===== config.mk =====
export PLATFORM = sky130hd
export DESIGN_NAME = dmem_bus_adapter
export DESIGN_NICKNAME = d
export VERILOG_FILES = /design/src/rtl/dmem_bus_adapter.sv
export SDC_FILE = /design/constraint.sdc
export NUM_CORES = 1
export LEC_CHECK = 0
export CAP_MARGIN = 20
export CORE_MARGIN = 5
export CORE_UTILIZATION = 30
export DETAILED_ROUTE_END_ITERATION = 10
export GPL_TIMING_DRIVEN = 0
export PLACE_DENSITY = 0.64
export REMOVE_ABC_BUFFERS = 1
export SLEW_MARGIN = 30
export SYNTH_ARGS = -nofsm -noshare
export SYNTH_HDL_FRONTEND = slang
export SYNTH_SLANG_ARGS = --single-unit

===== constraint.sdc =====
create_clock -name i_clk -period 2 [get_ports i_clk]
set_clock_uncertainty 0.05 [all_clocks]
set_input_delay 0.4 -clock i_clk [delete_from_list [all_inputs] [get_ports i_clk]]
set_output_delay 0.4 -clock i_clk [all_outputs]
set_load 0.02 [all_outputs]

===== src/rtl/dmem_bus_adapter.sv =====
// Registered bridge from load/store controller strobes to a valid/ready data-memory bus.
// Optional REQ/WAIT timeout abort is enabled by defining DMEM_BUS_TIMEOUT_EN.
module dmem_bus_adapter #(
    parameter int unsigned TIMEOUT_CYCLES = 255
) (
    input  logic        i_clk,
    input  logic        i_rst_n,
    input  logic        i_cs,
    input  logic        i_wr,
    input  logic [3:0]  i_mask,
    input  logic [31:0] i_addr,
    input  logic [31:0] i_data_wr,
    output logic [31:0] o_data_rd,
    output logic        o_stall,
    output logic        o_access_err,
    output logic        o_bus_req_valid,
    input  logic        i_bus_req_ready,
    output logic        o_bus_req_we,
    output logic [31:0] o_bus_req_addr,
    output logic [31:0] o_bus_req_wdata,
    output logic [3:0]  o_bus_req_be,
    input  logic        i_bus_rsp_valid,
    input  logic [31:0] i_bus_rsp_rdata,
    input  logic        i_bus_rsp_err
);

    typedef enum logic [1:0] {StIdle, StReq, StWait, StDone} state_e;

    state_e      r_state;
    logic        r_valid;
    logic        r_we;
    logic [31:0] r_addr;
    logic [31:0] r_wdata;
    logic [3:0]  r_be;
    logic [31:0] r_data_rd;
    logic        r_access_err;
    logic        w_acc;
    logic        w_timeout;
    logic        w_unused;

    assign w_acc = !i_cs && (i_wr || (i_mask != 4'b0000));

    // Gated by reset so that every output reads 0 while reset is held
    assign o_stall = i_rst_n && (((r_state == StIdle) && w_acc) ||
                                 (r_state == StReq) || (r_state == StWait));

`ifdef DMEM_BUS_TIMEOUT_EN
    localparam logic [15:0] TimeoutLast = 16'(TIMEOUT_CYCLES - 1);

    logic [15:0] r_cnt;

    always_ff @(posedge i_clk or negedge i_rst_n) begin
        if (!i_rst_n) begin
            r_cnt <= '0;
        end else if (r_state == StIdle) begin
            r_cnt <= '0;
        end else if ((r_state == StReq) || (r_state == StWait)) begin
            r_cnt <= r_cnt + 16'd1;
        end
    end

    // A handshake or response in the last allowed cycle still wins over the abort
    assign w_timeout = (r_cnt >= TimeoutLast);
    assign w_unused  = ^i_addr[1:0];
`else
    assign w_timeout = 1'b0;
    assign w_unused  = ^{i_addr[1:0], TIMEOUT_CYCLES};
`endif

    always_ff @(posedge i_clk or negedge i_rst_n) begin
        if (!i_rst_n) begin
            r_state      <= StIdle;
            r_valid      <= 1'b0;
            r_we         <= 1'b0;
            r_addr       <= '0;
            r_wdata      <= '0;
            r_be         <= '0;
            r_data_rd    <= '0;
            r_access_err <= 1'b0;
        end else begin
            r_access_err <= 1'b0;
            unique case (r_state)
                StIdle: begin
                    if (w_acc) begin
                        r_state <= StReq;
                        r_valid <= 1'b1;
                        r_we    <= !i_wr;
                        r_addr  <= {i_addr[31:2], 2'b00};
                        r_wdata <= i_data_wr;
                        r_be    <= i_wr ? 4'b1111 : i_mask;
                    end
                end
                StReq: begin
                    if (i_bus_req_ready) begin
                        r_state <= StWait;
                        r_valid <= 1'b0;
                    end else if (w_timeout) begin
                        r_state      <= StDone;
                        r_valid      <= 1'b0;
                        r_data_rd    <= '0;
                        r_access_err <= 1'b1;
                    end
                end
                StWait: begin
                    if (i_bus_rsp_valid) begin
                        r_state      <= StDone;
                        r_access_err <= i_bus_rsp_err;
                        if (i_bus_rsp_err) begin
                            r_data_rd <= '0;
                        end else if (!r_we) begin
                            r_data_rd <= i_bus_rsp_rdata;
                        end
                    end else if (w_timeout) begin
                        r_state      <= StDone;
                        r_data_rd    <= '0;
                        r_access_err <= 1'b1;
                    end
                end
                StDone: begin
                    r_state <= StIdle;
                end
                default: begin
                    r_state <= StIdle;
                end
            endcase
        end
    end

    assign o_data_rd       = r_data_rd;
    assign o_access_err    = r_access_err;
    assign o_bus_req_valid = r_valid;
    assign o_bus_req_we    = r_we;
    assign o_bus_req_addr  = r_addr;
    assign o_bus_req_wdata = r_wdata;
    assign o_bus_req_be    = r_be;

endmodule


; Yosys cells after proc, flatten, opt, wreduce, memory -nomap -nowiden
; Index checks and enable logic that the tools add are counted.
[totals]
ff_bits = 103
elab_cells = 42
[op_classes]
n_eq_ne = 7
muxes = 12
n_reduce_logical = 15
[op_table]
columns = cell, n
row1 = $mux W32, 2
row2 = $reduce_and A3 Y1, 3
row3 = $ne A2 B2 Y1 const B, 4
row4 = $pmux W2 S4, 1
row5 = $mux W2, 3
row6 = $eq A2 B2 Y1 const B, 2
row7 = $mux W1, 4
row8 = $mux W4, 1
row9 = $reduce_bool A4 Y1, 1
row10 = $logic_and A1 B1 Y1, 3
row11 = $logic_or A1 B1 Y1, 3
row12 = $eq A2 B1 Y1 const B, 1
row13 = $logic_not A1 Y1, 2
row14 = $logic_not A2 Y1, 1
row15 = $pmux W1 S2, 1
row16 = $reduce_and A2 Y1, 1
row17 = $reduce_bool A2 Y1, 1

; Logic depth before layout (Yosys ltp)
; Gate-level depths: netlist of run 1.
[logic_depth]
depth_word = 7
depth_mapped = 7
mapped_depth_nobuf = 6

; Worst setup path after synthesis of run 1
; OpenSTA, ideal clock, no wires.
[synth_timing]
kind = register -> output
from = register r_state[0]
to = output o_stall
arrival_time_ps = 1500
required_time_ps = 1550
path_slack_ps = 50
path_stages_with_launch = 7
n_path_buf = 1
cell_sequence = dfrtp_1 -> inv_1 -> ha_1 -> nand2b_1 -> a21oi_4 -> buf_4 -> o31a_1
[synth_between]
elab_chain_len = 5
elab_cells_between_ends = 7
cone_classes = 2 x eq/ne / 5 x reduce/logical
[synth_lines]
columns = item, line
row1 = from (decl), 29  ; state_e r_state;
row2 = from (signal assigned), 72  ; r_state <= StIdle;
row3 = from (signal assigned), 85  ; r_state <= StReq;
row4 = from (signal assigned), 95  ; r_state <= StWait;
row5 = $logic_not A2 Y1, 44  ; assign o_stall = i_rst_n && (((r_state == StIdle) && w_acc) ||
row6 = $logic_and A1 B1 Y1, 44
row7 = $logic_or A1 B1 Y1, 44
row8 = $logic_or A1 B1 Y1 (*), 45  ; (r_state == StReq) || (r_state == StWait));
row9 = $logic_and A1 B1 Y1 (*), 44
row10 = to (decl), 14  ; output logic o_stall,
; Mark *: on every way between the ends. The rest lies on a longest branch, timed or not.

; Worst setup path in the final report of run 1
[layout_timing]
from = register r_state[1]
to = output o_stall
; Same word-level chain as after synthesis.

==> results of run 1 <==
-- metrics by stage --
| step | hold WS [ns] | instances |
|---|---|---|
| floorplan | 0.0544 | 239 |
| global placement | 0.437 | 625 |
| detailed placement | 0.332 | 634 |
| CTS | -0.0487 | 652 |
| global route | -0.0670 | 654 |
| finish | -0.0904 | 654 |
-- layout by cell type, fill, tap and decap left out, types with 2 or more instances in the layout --
| cell type | n |
|---|---|
| clkbuf_16 | 9 |
| nor2_1 | 8 |
| a22o_1 | 32 |
| clkbuf_1 | 2 |
| mux2_2 | 3 |
| nand2_1 | 3 |
| mux2_4 | 60 |
| conb_1 | 2 |
| dfrtp_1 | 103 |
| clkinv_2 | 2 |
| clkbuf_8 | 2 |
| buf_8 | 2 |
| buf_12 | 4 |
| dlygate4sd2_1 | 3 |
| clkdlybuf4s50_1 | 200 |
| inv_1 | 3 |
| buf_4 | 6 |
| inv_2 | 2 |
| a21oi_1 | 5 |
| buf_16 | 2 |
-- sequential cells by signal, summed over array words and instances, names as in the netlist --
name / cells
o_bus_req_wdata: 32
o_data_rd: 32
o_bus_req_addr: 30
o_bus_req_be: 4
r_state: 2
o_access_err: 1
o_bus_req_valid: 1
o_bus_req_we: 1
-- worst max-delay path by stage --
stage	startpoint	cells past startpoint	to
floorplan	r_state[0]	5	o_stall
global placement	i_rst_n	3	o_stall
detailed placement	i_wr	5	o_stall
CTS	r_state[0]	4	o_stall
global route	r_state[0]	6	o_stall
finish	r_state[1]	6	o_stall
-- logic make-up after synthesis --
logic type / after synthesis
other: 1
adders and majority gates: 3
and+or+nand+nor: 17
buffers and inverters: 20
AOI/OAI and AO/OA: 45
DFF: 103
muxes: 64
-- power groups by stage --
stage               sequential [mW]  combinational, mW  clock [mW]
floorplan                      4.84               1.91           0
global placement               3.64               5.77           0
detailed placement             3.68               5.85           0
CTS                            3.69               5.95        1.72
global route                   3.80               6.20        1.79
finish                         3.67               5.91        1.64
-- area by class of cell --
| type | instances | area share, % |
|---|---|---|
| inverter | 5 | 0.274 |
| clock inverter | 3 | 0.255 |
| multi-input combinational | 131 | 21.8 |
| clock buffer | 13 | 3.79 |
| timing repair buffer | 219 | 33.0 |
| tap | 180 | 3.28 |
| sequential | 103 | 37.6 |
-- critical path, stage by stage (launching register included) --
cell and delay [ns]:
dfrtp_1 0.41, inv_2 0.09, ha_4 0.16, nand2b_4 0.06, a21oi_4 0.15, o31a_1 0.17, buf_6 0.13
-- timing repair --
item                                   CTS  global route
pin swaps                                1             2
setup endpoints to repair               56            28
buffers inserted                         2             2
endpoints found under the hold margin   51            51
resized for setup                       21             6
-- per-layer routing --
layer  wire length (µm)  track usage, %
met5                  0               0
met4                182            5.06
met3               1170            5.63
met2               4990            20.1
met1               4640            16.4
==> flow_summary_export.csv, run 1 <==
group,metric,value,unit
clocking,cts_buffers,9,
logic_synthesis,ys_types,28,
critical_path,required,1.55,ns
logic_synthesis,synth_area_leaders,"dfrtp_1, mux2_4, a22o_1",
drt,vias,2891,
logic_synthesis,synthSimpleGateAreaFrac,1.90,%
global_route,grt-ovfl-total,0,
hold_path,hp-class,"input port to asynchronous set/reset pin",
clocking,path_clk_slew,0.07,ns
power_and_ir_drop,p_clk_share,14.6,%
flow_run,drv_cap,0,
logic_synthesis,synth_warnings,0,
drt,wl_per_cell,16.8,µm
place,place_area,6480,µm²
logic_synthesis,synth_edf_count,0,
logic_synthesis,yosysTopAreaCell,"dfrtp_1",
clocking,cts.sinks,103,
timing,period_share,97.4,%
critical_path,crit_arrival,1.50,ns
logic_synthesis,synth-adder-area-share,0.903,%
place,dpl_worst_slack,-0.948,ns
drt,drt-pass1-iter-count,4,
critical_path,path_class,"flop to output port",
run_status,violations,"negative hold slack",
power_and_ir_drop,power_density,1640,nW/µm²
place,io_buffers,206,
clocking,clock_latency,0.34,ns
cells_and_area,multi_input_area,1500,µm²
power_and_ir_drop,p_total,11.2,mW
timing,period_needed,1.95,ns
drt,first_iter_violations,94,
place,place_congestion,0.746,
logic_synthesis,synth-seq-area-share,62.0,%
logic_synthesis,synth_flop_cell,"dfrtp_1",
cells_and_area,synthToLayoutAreaGrowth,65.1,%
global_route,track_usage,13.1,%
critical_path,rr_worst_depth,8,
timing,timing.fmax,513,MHz
die,fp.dieH,128,µm
cells_and_area,layout-drive-gt1-share,21.5,%
cells_and_area,fin_util,50.0,%
global_route,grt_max_degree,54,
critical_path,endpoint_kind,"output port",
logic_synthesis,synth_seq_cells,103,
logic_synthesis,synthMuxAreaShare,22.7,%
timing,maxSlewViolCount,0,
logic_synthesis,syn_area,4160,µm²
drt,avgViaCountPerCell,4.42,
die,placementRows,43,
timing,setup-violations-final,0,
power_and_ir_drop,power_switching,3.85,mW
critical_path,critical_path.max_fanout,4,
power_and_ir_drop,p_int,7.37,mW
global_route,grt_first_pass_wirelength,16900,µm
timing,setup-tns-final,0,ns
logic_synthesis,synth_compound_area_share,9.09,%
timing,final_hold_viol_count,51,
cells_and_area,fillers,1166,
logic_synthesis,synthArstFlopShare,100,%
die,core,13700,µm²
power_and_ir_drop,switching_share,34.3,%
die,io-pin-count,211,
cells_and_area,nNetsFinal,579,
global_route,grt_antenna_before_repair,0,
timing,worst_slack,0.0524,ns
logic_synthesis,yosysMostFrequentCell,"dfrtp_1",
logic_synthesis,synth_top_family_by_area,"multiplexers",
drt,antenna_left,0,
cells_and_area,n_antenna_cell,0,
power_and_ir_drop,irDropWorstVdd,0.612,mV
critical_path,r2r_setup_slack,0.08,ns
die,die_w,128,µm
clocking,htree_levels,3,
power_and_ir_drop,p_seq_share,32.7,%
critical_path,worst_r2r_endpoint,"o_bus_req_wdata[6]",
timing,rsz0062_at_grt,"yes",
cells_and_area,finalInstanceArea,6860,µm²
place,dp_hpwl,8140,µm
power_and_ir_drop,power_frac_comb,52.7,%
run_status,status,"finished, violations left",
logic_synthesis,postSynthAreaPerCell,16.4,µm²
power_and_ir_drop,leakage,2.98,nW
drt,drt_wl_total,11000,µm
global_route,first_global_vias,3168,
clocking,cts.path.max_buffers,2,
die,die-area,16300,µm²
timing,holdWs,-0.0904,ns
clocking,cts_tree,"done",
die,start_util,30.3,%
critical_path,worstSetupStartpointType,"flop",
drt,drcViolationCount,0,
logic_synthesis,yosysTopAreaCellShare,62.0,%
logic_synthesis,synth_xor_area_share,0,%
logic_synthesis,syn_inst,253,
critical_path,timing.rr.start,"r_state[1]",
logic_synthesis,ys_top_cells_by_count,"dfrtp_1, mux2_4, a22o_1, nor2_1, buf_6",
cells_and_area,seqCellArea,2580,µm²
clocking,root_buffer,"clkbuf_16",
Power figures use the tool's default switching activity.
==> run 2, diff against run 1 <==
--- a/constraint.sdc
+++ b/constraint.sdc
@@ -4,2 +4,2 @@
 set_output_delay 0.4 -clock i_clk [all_outputs]
-set_load 0.02 [all_outputs]
+set_load 0.1 [all_outputs]
==> run 2 against run 1 <==
  * The flow finishes with violations (negative hold slack, negative setup slack)
  * Non-clock buffer count grew 2
  * Cell count rose by 0.31%
  * Via count increased by 0.21%
  * Critical path depth decreased by 1
  * Hold slack got worse by 0.046 ns
  * Flip-flop and latch count stayed put
  * Highest routed layer unchanged
==> flow_summary_export.csv, run 2 (same netlist as run 1, synthesis figures left out) <==
group,metric,value,unit
run_status,status,"finished, violations left",
critical_path,crit_arrival,1.59,ns
die,die-area,16300,µm²
global_route,grt_max_degree,54,
timing,worst_slack,-0.0366,ns
die,placementRows,43,
drt,drt_wl_total,11100,µm
cells_and_area,synthToLayoutAreaGrowth,65.6,%
cells_and_area,multi_input_area,1500,µm²
critical_path,worstSetupStartpointType,"input port",
drt,avgViaCountPerCell,4.42,
critical_path,endpoint_kind,"output port",
global_route,first_global_vias,3206,
drt,drt-pass1-iter-count,4,
timing,final_hold_viol_count,51,
run_status,violations,"negative hold slack, negative setup slack",
die,start_util,30.3,%
timing,period_share,102,%
place,place_congestion,0.746,
clocking,path_clk_slew,0.07,ns
cells_and_area,finalInstanceArea,6880,µm²
timing,timing.fmax,491,MHz
timing,period_needed,2.04,ns
timing,setup-violations-final,1,
die,io-pin-count,211,
drt,met1_length,4710,µm
critical_path,critical_path.max_fanout,3,
cells_and_area,n_antenna_cell,0,
global_route,grt_first_pass_wirelength,17000,µm
die,core,13700,µm²
clocking,clock_latency,0.34,ns
timing,worst_slew_pin_slew,0.952,ns
drt,first_iter_violations,98,
die,fp.dieH,128,µm
cells_and_area,seqCellArea,2580,µm²
timing,holdWs,-0.136,ns
drt,antenna_left,0,
drt,vias,2897,
global_route,grt_antenna_before_repair,0,
timing,max-slew-margin-rel,36.8,%
place,place_area,6480,µm²
cells_and_area,layout-drive-gt1-share,41.8,%
clocking,root_buffer,"clkbuf_16",
drt,wl_met2,5100,µm
drt,drcViolationCount,0,
flow_run,drv_cap,0,
clocking,cts_tree,"done",
timing,rsz0062_at_grt,"yes",
clocking,cts_buffers,9,
hold_path,hp-class,"input port to asynchronous set/reset pin",
critical_path,required,1.55,ns
place,dp_hpwl,8130,µm
cells_and_area,nNetsFinal,581,
drt,highest_layer,"met4",
drt,wl_met3,1160,µm
timing,maxSlewViolCount,0,
cells_and_area,final_cell_mix,"dfrtp_1, clkdlybuf4s50_1, clkdlybuf4s15_2",
global_route,grt-ovfl-total,0,
place,io_buffers,206,
critical_path,path_class,"input port to output port",
global_route,track_usage,13.3,%
clocking,cts.sinks,103,
cells_and_area,fillers,1165,
clocking,htree_levels,3,
die,die_w,128,µm
drt,wl_per_cell,17.0,µm
cells_and_area,mostFrequentLayoutCell,"dfrtp_1",
clocking,cts.path.max_buffers,2,
## run 2: cell type report
class	instances	share of cell area [%]
clock buffers	11	3.53
clock inverters	5	0.818
inverters	5	0.273
multi-input cells	131	21.8
flip-flops and latches	103	37.5
well taps	180	3.27
repair buffers	221	32.8
## run 2: layer usage
metal | vias up | track usage (%)
met5 | - | 0
met4 | 0 | 4.87
met3 | 14 | 5.83
met2 | 139 | 20.4
met1 | 1397 | 16.6
li1 | 1347 | -
## run 2: critical path: stages
cell	delay, ns
clkdlybuf4s50_1	0.51
nand2b_4	0.15
a21oi_4	0.04
o31a_1	0.31
buf_12	0.17
## run 2: repair_timing
item	in CTS	in global routing
pin swaps	1	4
buffers inserted	1	5
setup endpoints to repair	156	56
endpoints found under the hold margin	51	51
gates resized for setup	285	35
## run 2: per-stage QoR
stage	instances	worst slack [ns]	util, %	setup TNS (ns)
after floorplan	239	-1.85	-	-101.01
after global placement	625	-4.35	46.1	-550.27
after detailed placement	634	-1.48	47.2	-36.11
after CTS	651	-0.184	50.3	-3.82
after global routing	656	-0.108	50.1	-1.19
final	656	-0.0366	50.1	-0.0366
## run 2: worst paths after layout
check                                   start            endpoint  slack [ns]  cells past startpoint
worst max-delay path                     i_cs             o_stall       -0.04                      5
worst min-delay path                  i_rst_n   o_bus_req_addr[8]       -0.14                      1
min in group i_clk                  i_mask[2]     o_bus_req_be[2]        0.35                      3
max in group asynchronous             i_rst_n       o_data_rd[30]        1.49                      2
worst min register to register  o_data_rd[14]       o_data_rd[14]        0.46                      1
worst max register to register     r_state[0]  o_bus_req_wdata[6]        0.01                      8
Power of run 2 is left out: the tool's default activity adds up to more than one toggle a clock period on the data nets, which glitch-free logic cannot reach.
==> run 3, diff against run 2 <==
Settings changed: PLACE_DENSITY 0.64 to 0.67, REMOVE_ABC_BUFFERS 1 to unset.
Clock period 2 ns to 1.7 ns, I/O delays scaled along.
==> run 3 against run 2 <==
  * The run still ends with negative hold slack, negative setup slack left
  * Final area up 2.9%
  * Register-to-register slack worse by 0.12 ns
  * Hold slack better by 0.015 ns
  * Highest routed layer unchanged
  * Count of clock-buffer cells in the layout up 3
==> flow_summary_export.csv, run 3 (same netlist as run 1, synthesis figures left out) <==
group,metric,value,unit
run_status,status,"finished, violations left",
run_status,violations,"negative hold slack, negative setup slack",
cells_and_area,finalInstanceArea,7080,µm²
clocking,path_clk_slew,0.06,ns
critical_path,path_class,"input port to output port",
critical_path,critical_path.max_fanout,3,
die,die-area,16300,µm²
clocking,cts.sinks,103,
drt,avgViaCountPerCell,4.48,
die,placementRows,43,
cells_and_area,final_cell_mix,"dfrtp_1, clkdlybuf4s50_1, mux2_4",
drt,antenna_left,0,
drt,wl_per_cell,17.7,µm
die,start_util,30.3,%
global_route,grt_antenna_before_repair,0,
cells_and_area,mostFrequentLayoutCell,"dfrtp_1",
clocking,cts_buffers,9,
clocking,cts.path.max_buffers,2,
timing,worst_slew_pin_slew,0.573,ns
place,io_buffers,206,
drt,vias,2989,
timing,setup-violations-final,63,
drt,drt-pass1-iter-count,4,
timing,period_needed,2.02,ns
cells_and_area,layout-drive-gt1-share,45.0,%
timing,final_hold_viol_count,46,
clocking,clock_latency,0.34,ns
timing,timing.fmax,495,MHz
timing,worst_slack,-0.320,ns
drt,drcViolationCount,0,
die,core,13700,µm²
cells_and_area,synthToLayoutAreaGrowth,70.4,%
flow_run,drv_cap,0,
global_route,grt_first_pass_wirelength,18100,µm
timing,holdWs,-0.121,ns
die,fp.dieH,128,µm
critical_path,required,1.31,ns
place,dp.cells,641,
critical_path,cp_slowest_stage_delay,0.46,ns
place,place_area,6490,µm²
cells_and_area,n_antenna_cell,0,
global_route,grt_max_degree,58,
critical_path,worstSetupStartpointType,"input port",
cells_and_area,fin_util,51.6,%
place,dpl_worst_slack,-1.63,ns
clocking,root_buffer,"clkbuf_16",
critical_path,endpoint_kind,"output port",
timing,maxSlewViolCount,0,
hold_path,hp-class,"input port to asynchronous set/reset pin",
cells_and_area,nNetsFinal,593,
timing,period_share,119,%
cells_and_area,fillers,1215,
critical_path,cpMaxStageDelayCell,"clkdlybuf4s50_1",
place,dp_hpwl,8740,µm
clocking,cts_tree,"done",
critical_path,crit_arrival,1.63,ns
cells_and_area,fin_cells,667,
timing,max-slew-margin-rel,62.0,%
place,place_congestion,0.773,
timing,rsz0062_at_grt,"yes",
clocking,htree_levels,3,
drt,drt_wl_total,11800,µm
die,io-pin-count,211,
global_route,grt-ovfl-total,0,
critical_path,crit_chain,"clkdlybuf4s50_1 > nor2_4 > a21oi_4 > buf_6 > o31a_4 > buf_12",
global_route,track_usage,14.2,%
die,die_w,128,µm
global_route,first_global_vias,3317,
drt,first_iter_violations,121,
run 3: cell types whose count changed in the layout (fill, tap and decap cells not counted), moves of 3 or more:
cell / before / now
buf_12: 3 / 8
buf_2: 1 / 13
dlymetal6s2s_1: 3 / 0
clkdlybuf4s18_2: 0 / 29
buf_8: 3 / 0
clkdlybuf4s15_2: 72 / 60
clkbuf_2: 21 / 0
clkbuf_1: 1 / 4
clkdlybuf4s15_1: 7 / 0
clkbuf_4: 0 / 5
run 3: per-layer routing:
layer / up-vias / share of wire [%] / GRT usage (%)
met3: 15 / 5.6 / 4.96
li1: 1368 / - / -
met1: 1500 / 40 / 16.4
met4: 0 / 1.9 / 4.68
met5: - / 0 / 0
met2: 106 / 52 / 24.6
run 3: final cells by class:
class,count,area (µm²),share of cell area [%]
clock inverter,1,30.0,0.424
timing repair buffer,218,2240,31.7
tap,180,225,3.18
buffer,15,189,2.67
inverter,5,18.8,0.265
clock buffer,14,254,3.59
multi-input combinational,131,1540,21.8
sequential,103,2580,36.4
run 3: repair_timing:
item / CTS / global route
pin swaps: 3 / 3
endpoints found under the hold margin: 46 / 46
setup endpoints to repair: 196 / 131
gates resized for setup: 334 / 64
cloned: 0 / 2
setup buffers: 6 / 4
run 3: critical path, delay by kind of cell:
| family | cells | cell delay [ns] |
|---|---|---|
| compound gates | 2 | 0.36 |
| simple gates | 1 | 0.18 |
| buf+inv | 3 | 0.75 |
run 3: final timing paths:
check / start / end / slack (ns) / cells past startpoint
max in group asynchronous: i_rst_n / o_bus_req_addr[2] / 1.09 / 2
min in group i_clk: i_mask[2] / o_bus_req_be[2] / 0.42 / 3
min: i_rst_n / o_bus_req_wdata[16] / -0.12 / 1
min reg2reg: o_data_rd[23] / o_data_rd[23] / 0.45 / 1
max: i_mask[1] / o_stall / -0.32 / 6
max reg2reg: r_state[1] / r_state[1] / -0.11 / 7
run 3: per-stage QoR:
stage / setup TNS, ns / hold WS (ns)
after global placement: -442.61 / 0.440
after floorplan: -0.213 / -0.00559
after CTS: -0.495 / -0.118
after detailed placement: -62.70 / 0.264
after global routing: -8.63 / -0.0861
final: -4.34 / -0.121
Power of run 3 is left out for the same reason.
